File: config.mk
export PLATFORM = sky130hd
export DESIGN_NAME = irq_ctrl_n_flat
export DESIGN_NICKNAME = d
export VERILOG_FILES = /design/src/rtl/irq_pkg.sv /design/src/rtl/irq_ctrl_n_if.sv /design/src/rtl/irq_prio_enc.sv /design/src/rtl/irq_ctrl_n.sv /design/src/flat_wrapper.sv
export SDC_FILE = /design/constraint.sdc
export NUM_CORES = 1
export LEC_CHECK = 0
export ABC_CLOCK_PERIOD_IN_PS = 1250
export CORE_UTILIZATION = 41
export CTS_BUF_LIST = sky130_fd_sc_hd__clkbuf_4 sky130_fd_sc_hd__clkbuf_8
export DETAILED_ROUTE_END_ITERATION = 12
export PLACE_DENSITY = 0.77
export SLEW_MARGIN = 5
export SYNTH_ARGS = -nofsm -noshare
export SYNTH_HDL_FRONTEND = slang
export SYNTH_SLANG_ARGS = --single-unit
File: constraint.sdc
create_clock -name CLK -period 1.25 [get_ports CLK]
set_clock_uncertainty 0.15 [all_clocks]
set_input_delay 0.125 -clock CLK [delete_from_list [all_inputs] [get_ports CLK]]
set_output_delay 0.125 -clock CLK [all_outputs]
set_load 0.01 [all_outputs]
File: src/rtl/irq_pkg.sv
// Shared definitions for the parametrised SM83 interrupt controller:
// register-select encoding, dispatch state enum and a width helper.
package irq_pkg;

   localparam logic IF_SEL = 1'b0;
   localparam logic IE_SEL = 1'b1;

   typedef enum logic {
      IDLE = 1'b0,
      DISP = 1'b1
   } state_t;

   function automatic int clog2(input int n);
      int r;
      r = 0;
      while ((1 << r) < n) r = r + 1;
      return r;
   endfunction

endpackage

File: src/rtl/irq_ctrl_n_if.sv
// Bus between the interrupt controller and the core: request lines,
// IF/IE register port, IME controls and the dispatch handshake.
interface irq_ctrl_n_if #(
   parameter int NUM_IRQ = 8
);
   logic [NUM_IRQ-1:0] CPU_IRQ_TRIG;
   logic               REG_WE;
   logic               REG_SEL;
   logic [NUM_IRQ-1:0] REG_DIN;
   logic [NUM_IRQ-1:0] REG_DOUT;
   logic               IME_EI;
   logic               IME_DI;
   logic               IME_RETI;
   logic               INSTR_DONE;
   logic               DISP_START;
   logic               DISP_ACK;
   logic               IRQ_PENDING;
   logic               WAKE;
   logic               IME;
   logic [15:0]        VECTOR;
   logic               ACK_V;
   logic [NUM_IRQ-1:0] CPU_IRQ_ACK;

   modport master (
      output CPU_IRQ_TRIG, REG_WE, REG_SEL, REG_DIN,
             IME_EI, IME_DI, IME_RETI, INSTR_DONE, DISP_START, DISP_ACK,
      input  REG_DOUT, IRQ_PENDING, WAKE, IME, VECTOR, ACK_V, CPU_IRQ_ACK
   );

   modport slave (
      input  CPU_IRQ_TRIG, REG_WE, REG_SEL, REG_DIN,
             IME_EI, IME_DI, IME_RETI, INSTR_DONE, DISP_START, DISP_ACK,
      output REG_DOUT, IRQ_PENDING, WAKE, IME, VECTOR, ACK_V, CPU_IRQ_ACK
   );
endinterface

File: src/rtl/irq_prio_enc.sv
// Lowest-index-first priority encoder; bit 0 is the highest priority.
module irq_prio_enc
   import irq_pkg::*;
#(
   parameter  int N  = 8,
   localparam int IW = (clog2(N) < 1) ? 1 : clog2(N)
) (
   input  logic [N-1:0]  req,
   output logic [IW-1:0] idx,
   output logic          valid
);

   // Scan downwards so the lowest set index is the last one written.
   always_comb begin
      idx   = '0;
      valid = 1'b0;
      for (int i = N - 1; i >= 0; i--) begin
         if (req[i]) begin
            idx   = IW'(i);
            valid = 1'b1;
         end
      end
   end

endmodule

File: src/rtl/irq_ctrl_n.sv
// Interrupt controller: IF/IE registers, IME with delayed EI, live
// fixed-priority arbitration and a two-phase dispatch with the sequencer.
module irq_ctrl_n
   import irq_pkg::*;
#(
   parameter int          NUM_IRQ    = 8,
   parameter logic [15:0] VEC_BASE   = 16'h0040,
   parameter logic [15:0] VEC_STRIDE = 16'h0008
) (
   input logic         CLK,
   input logic         SYNC_RESET,
   irq_ctrl_n_if.slave bus
);

   localparam int IDX_W = (clog2(NUM_IRQ) < 1) ? 1 : clog2(NUM_IRQ);

   logic [NUM_IRQ-1:0] if_q;
   logic [NUM_IRQ-1:0] ie_q;
   logic [NUM_IRQ-1:0] pend;
   logic [NUM_IRQ-1:0] ack_mask;
   logic [NUM_IRQ-1:0] if_next;
   logic               ime_q;
   logic               ei_pend_q;
   logic               irq_pending;
   state_t             state;
   state_t             state_next;
   logic               disp_enter;
   logic               disp_done;
   logic [IDX_W-1:0]   win_idx;
   logic               win_vld;
   logic [15:0]        win_vector;
   logic               ack_v_q;
   logic [NUM_IRQ-1:0] irq_ack_q;
   logic [15:0]        vector_q;

   assign pend = if_q & ie_q;

   irq_prio_enc #(.N(NUM_IRQ)) u_prio (
      .req   (pend),
      .idx   (win_idx),
      .valid (win_vld)
   );

   assign win_vector  = VEC_BASE + (16'(win_idx) * VEC_STRIDE);
   assign irq_pending = ime_q & (|pend) & (state == IDLE);

   assign bus.IRQ_PENDING = irq_pending;
   assign bus.WAKE        = |pend;
   assign bus.IME         = ime_q;
   assign bus.REG_DOUT    = (bus.REG_SEL == IE_SEL) ? ie_q : if_q;
   assign bus.ACK_V       = ack_v_q;
   assign bus.CPU_IRQ_ACK = irq_ack_q;
   assign bus.VECTOR      = vector_q;

   always_comb begin
      state_next = state;
      disp_enter = 1'b0;
      disp_done  = 1'b0;
      case (state)
         IDLE: begin
            if (bus.DISP_START && irq_pending) begin
               state_next = DISP;
               disp_enter = 1'b1;
            end
         end
         DISP: begin
            if (bus.DISP_ACK) begin
               state_next = IDLE;
               disp_done  = 1'b1;
            end
         end
         default: state_next = IDLE;
      endcase
   end

   // IF priority: register write, then ack clear, then new triggers on top.
   always_comb begin
      ack_mask = '0;
      if (disp_done && win_vld) ack_mask[win_idx] = 1'b1;
      if_next = (bus.REG_WE && bus.REG_SEL == IF_SEL) ? bus.REG_DIN : if_q;
      if_next = (if_next & ~ack_mask) | bus.CPU_IRQ_TRIG;
   end

   always_ff @(posedge CLK) begin
      if (SYNC_RESET) state <= IDLE;
      else            state <= state_next;
   end

   always_ff @(posedge CLK) begin
      if (SYNC_RESET) begin
         if_q <= '0;
         ie_q <= '0;
      end else begin
         if_q <= if_next;
         if (bus.REG_WE && bus.REG_SEL == IE_SEL) ie_q <= bus.REG_DIN;
      end
   end

   // DI and dispatch entry both kill a pending EI; a repeated EI is a no-op.
   always_ff @(posedge CLK) begin
      if (SYNC_RESET) begin
         ime_q     <= 1'b0;
         ei_pend_q <= 1'b0;
      end else if (bus.IME_DI || disp_enter) begin
         ime_q     <= 1'b0;
         ei_pend_q <= 1'b0;
      end else begin
         if (bus.IME_RETI) ime_q <= 1'b1;
         if (bus.IME_EI && !ei_pend_q) begin
            ei_pend_q <= 1'b1;
         end else if (ei_pend_q && bus.INSTR_DONE) begin
            ime_q     <= 1'b1;
            ei_pend_q <= 1'b0;
         end
      end
   end

   always_ff @(posedge CLK) begin
      if (SYNC_RESET) begin
         ack_v_q   <= 1'b0;
         irq_ack_q <= '0;
         vector_q  <= 16'h0000;
      end else begin
         ack_v_q   <= disp_done;
         irq_ack_q <= ack_mask;
         if (disp_done) vector_q <= win_vld ? win_vector : 16'h0000;
      end
   end

endmodule
File: src/flat_wrapper.sv
// flat-port wrapper written by rule: the top's interface ports become plain ports
module irq_ctrl_n_flat import irq_pkg::*;
#(
   parameter int          NUM_IRQ    = 8,
   parameter logic [15:0] VEC_BASE   = 16'h0040,
   parameter logic [15:0] VEC_STRIDE = 16'h0008
)
  (CLK, SYNC_RESET, bus_CPU_IRQ_TRIG, bus_REG_WE, bus_REG_SEL, bus_REG_DIN, bus_IME_EI, bus_IME_DI, bus_IME_RETI, bus_INSTR_DONE, bus_DISP_START, bus_DISP_ACK, bus_REG_DOUT, bus_IRQ_PENDING, bus_WAKE, bus_IME, bus_VECTOR, bus_ACK_V, bus_CPU_IRQ_ACK);
  irq_ctrl_n_if #(.NUM_IRQ(NUM_IRQ)) bus_i ();
  input logic CLK;
  input logic SYNC_RESET;
  input wire logic [$bits(bus_i.CPU_IRQ_TRIG)-1:0] bus_CPU_IRQ_TRIG;
  input wire logic [$bits(bus_i.REG_WE)-1:0] bus_REG_WE;
  input wire logic [$bits(bus_i.REG_SEL)-1:0] bus_REG_SEL;
  input wire logic [$bits(bus_i.REG_DIN)-1:0] bus_REG_DIN;
  input wire logic [$bits(bus_i.IME_EI)-1:0] bus_IME_EI;
  input wire logic [$bits(bus_i.IME_DI)-1:0] bus_IME_DI;
  input wire logic [$bits(bus_i.IME_RETI)-1:0] bus_IME_RETI;
  input wire logic [$bits(bus_i.INSTR_DONE)-1:0] bus_INSTR_DONE;
  input wire logic [$bits(bus_i.DISP_START)-1:0] bus_DISP_START;
  input wire logic [$bits(bus_i.DISP_ACK)-1:0] bus_DISP_ACK;
  output wire logic [$bits(bus_i.REG_DOUT)-1:0] bus_REG_DOUT;
  output wire logic [$bits(bus_i.IRQ_PENDING)-1:0] bus_IRQ_PENDING;
  output wire logic [$bits(bus_i.WAKE)-1:0] bus_WAKE;
  output wire logic [$bits(bus_i.IME)-1:0] bus_IME;
  output wire logic [$bits(bus_i.VECTOR)-1:0] bus_VECTOR;
  output wire logic [$bits(bus_i.ACK_V)-1:0] bus_ACK_V;
  output wire logic [$bits(bus_i.CPU_IRQ_ACK)-1:0] bus_CPU_IRQ_ACK;
  assign bus_i.CPU_IRQ_TRIG = bus_CPU_IRQ_TRIG;
  assign bus_i.REG_WE = bus_REG_WE;
  assign bus_i.REG_SEL = bus_REG_SEL;
  assign bus_i.REG_DIN = bus_REG_DIN;
  assign bus_i.IME_EI = bus_IME_EI;
  assign bus_i.IME_DI = bus_IME_DI;
  assign bus_i.IME_RETI = bus_IME_RETI;
  assign bus_i.INSTR_DONE = bus_INSTR_DONE;
  assign bus_i.DISP_START = bus_DISP_START;
  assign bus_i.DISP_ACK = bus_DISP_ACK;
  assign bus_REG_DOUT = bus_i.REG_DOUT;
  assign bus_IRQ_PENDING = bus_i.IRQ_PENDING;
  assign bus_WAKE = bus_i.WAKE;
  assign bus_IME = bus_i.IME;
  assign bus_VECTOR = bus_i.VECTOR;
  assign bus_ACK_V = bus_i.ACK_V;
  assign bus_CPU_IRQ_ACK = bus_i.CPU_IRQ_ACK;
  irq_ctrl_n #(.NUM_IRQ(NUM_IRQ), .VEC_BASE(VEC_BASE), .VEC_STRIDE(VEC_STRIDE)) u_core (.CLK(CLK), .SYNC_RESET(SYNC_RESET), .bus(bus_i));
endmodule
==> results of run 1 <==
[per-stage QoR]
stage,cells,setup slack [ns]
6_report,325,-0.427
5_1_grt,325,-0.443
4_1_cts,322,-0.360
3_5_place_dp,306,-0.621
3_3_place_gp,306,-0.608
2_1_floorplan,190,-0.111
[cell families (layout without fill, tap and decap cells)]
kind of cell | count (synthesis) | count (layout) | share of synthesized area
compound gates | 38 | 38 | 0.200
buf+inv | 25 | 112 | 0.0929
flops | 32 | 32 | 0.400
mux | 14 | 14 | 0.0952
other cells | 1 | 12 | 0.00234
simple gates | 69 | 69 | 0.210
[worst min-delay path: cells and delay by family]
| family | cells | cell delay (ns) |
|---|---|---|
| buf+inv | 2 | 0.44 |
| compound gates | 1 | 0.05 |
[cell type report]
cell class | instances | area (um2) | share of cell area
Timing Repair Buffer | 99 | 982 | 0.341
Clock inverter | 2 | 10.0 | 0.00348
Inverter | 5 | 18.8 | 0.00652
Sequential cell | 32 | 664 | 0.231
Clock buffer | 6 | 82.6 | 0.0287
Multi-Input combinational cell | 133 | 1060 | 0.369
Tap cell | 48 | 60.1 | 0.0209
[timing repair]
item                       CTS  global route
setup buffers                9             5
resized for setup          115            30
gates cloned                 1             0
pin swaps                   17            14
hold buffers                 0             0
setup endpoints to repair   52            37
[where the power goes]
part	internal, mW	switching [mW]
combinational	0.391	0.300
clock	0.439	0.385
sequential	1.06	0.0410
total	1.89	0.726
[flip-flops by register name, summed over array words and instances, names as in the netlist]
| signal | count |
|---|---|
| u_core.if_q | 8 |
| u_core.ei_pend_q | 1 |
| u_core.bus.VECTOR | 4 |
| u_core.bus.ACK_V | 1 |
| u_core.state | 1 |
| u_core.bus.CPU_IRQ_ACK | 8 |
| u_core.ie_q | 8 |
| u_core.bus.IME | 1 |
[metal layers]
metal,track usage,wire [um],vias up
met5,0,0,-
met4,0.133,279,0
met3,0.0475,304,30
met2,0.458,3010,91
met1,0.303,2270,848
li1,-,-,808
[cells in the final DEF (no fill, tap or decap), types with 3 or more instances in the layout]
cell,netlist,layout
clkdlybuf4s50_1,0,24
a221oi_2,0,3
nand3_1,11,10
nor2_2,0,3
mux2_4,0,5
conb_1,1,12
buf_4,14,25
mux2_2,10,5
a21oi_1,12,10
inv_1,5,5
nand2_4,0,6
nand2_1,19,12
mux2i_1,4,4
nor2_1,19,16
clkbuf_8,0,6
dfxtp_1,32,15
dfxtp_2,0,16
nand2b_1,6,4
nor3_1,4,3
a211oi_2,0,3
dlygate4sd2_1,0,13
buf_6,0,33
a21oi_2,1,3
[final timing paths]
kind | startpoint | to | slack (ns) | cells past startpoint
max | u_core.ie_q[1] | u_core.if_q[6] | -0.43 | 5
min | bus_CPU_IRQ_TRIG[1] | u_core.if_q[1] | 0.23 | 3
max reg2reg | u_core.ie_q[1] | u_core.if_q[6] | -0.43 | 5
min reg2reg | u_core.bus.VECTOR[4] | u_core.bus.VECTOR[4] | 0.33 | 2
==> results.py, run 1 <==
metrics = {
    "route": {
        "drt_iter0_markers": 123,
        "drt_first_pass_iters": 4,
        "viasPerCell": 5.47,
        "wl_um": 5870,
        "vias": 1777,
        "ant_nets": 0,
        "drc": 0,
        "wire_per_inst_um": 18.0,
    },
    "clock_network": {
        "cts-root-buf": "clkbuf_8",
        "cts_made_buffers": 5,
        "tritoncts": "built",
        "clk_pin_slew_ns": 0.07,
        "cts_buffer_depth": 2,
        "htree_levels": 2,
        "numClockSinks": 32,
        "clkLatencyLatePin_ns": 0.29,
    },
    "die": {
        "ios": 62,
        "coreArea_um2": 3720,
        "die_w_um": 64.5,
        "start_util": 0.431,
        "die-area_um2": 4160,
        "fp.dieH_um": 64.5,
        "row_count": 22,
    },
    "synthesis": {
        "yosys_warnings": 0,
        "synth-edff-count": 0,
        "synth_common_cells": "dfxtp_1, nand2_1, nor2_1",
        "ys.flop_type": "dfxtp_1",
        "yosysMostFrequentCell": "dfxtp_1",
        "ys_types": 39,
        "yosysTopAreaCell": "dfxtp_1",
        "synth_area_um2": 1600,
        "synth_async_sr_flop_share": 0,
        "ys_ff_latch": 32,
        "synth_top_cell_area_share": 0.400,
        "syn_inst": 179,
        "ys_seq_area_frac": 0.400,
        "syn_area_per_cell_um2": 8.95,
        "synth.top_cells.by_area": "dfxtp_1, mux2_2, buf_4",
    },
    "sta": {
        "finalSetupViolations": 31,
        "rsz0062_at_grt": "true",
        "period_share": 1.34,
        "hold_ws_ns": 0.226,
        "report.final.hold_viol_count": 0,
        "maxSlewViolCount": 0,
        "layout_min_cycle_time_ns": 1.68,
        "fmax_mhz": 596,
        "fin_setup_tns_ns": -7.98,
        "layout_setup_ws_ns": -0.427,
    },
    "run_status": {
        "status": "finished with violations",
        "violations": "negative setup slack",
    },
    "setup_path": {
        "path_max_fanout": 6,
        "cp.required_ns": 1.26,
        "crit_chain": "a22oi_4 > buf_6 > nand2_1 > nor4_2 > a221oi_2",
        "start_kind": "flop",
        "slowest_stage": "nor4_2",
        "path_class": "flop to flop",
        "cpPeakStageDelay_ns": 0.36,
        "arrival_ns": 1.69,
        "cp.buffers_inverters": 1,
        "end_kind": "flop",
        "crit_family": "simple AND/OR/NAND/NOR gates",
    },
    "pwr": {
        "p_total_mw": 2.62,
        "vdd_ir_drop_max_mv": 0.520,
        "p_leak_nw": 1.36,
        "pwr_density_cell_nw_per_um2": 910,
    },
    "global_routing": {
        "overflow": 0,
        "grt_antenna_before_repair": 0,
        "grt_pass1_wl_um": 8170,
        "grt_max_degree": 15,
        "grt_pass1_vias": 1728,
        "grt_usage": 0.262,
    },
    "placement": {
        "postPlaceCellArea_um2": 2390,
        "io_buffers": 49,
        "dpl.hpwl_um": 3070,
        "gp_congestion": 0.821,
    },
    "hold_path": {
        "hold_path.class": "primary input to flop",
    },
    "final_layout": {
        "final_layout_size_suffix_gt1_frac": 0.491,
        "n_fill_cell": 223,
        "nets": 302,
        "fin_area_um2": 2880,
        "postLayoutCoreUtil": 0.775,
        "n_antenna_cell": 0,
        "area_growth_pct": 79.7,
    },
    "flow_run": {
        "drv_cap": 0,
    },
}
(Power assumes the default switching activity.)
==> run 2: changes to the inputs <==
Settings changed: ABC_CLOCK_PERIOD_IN_PS 1250 to default, CTS_CLUSTER_SIZE from default to 25, HOLD_SLACK_MARGIN from default to 0.1.
==> results of run 2 <==
Final layout, timing and power as in run 1 (identical DEF).
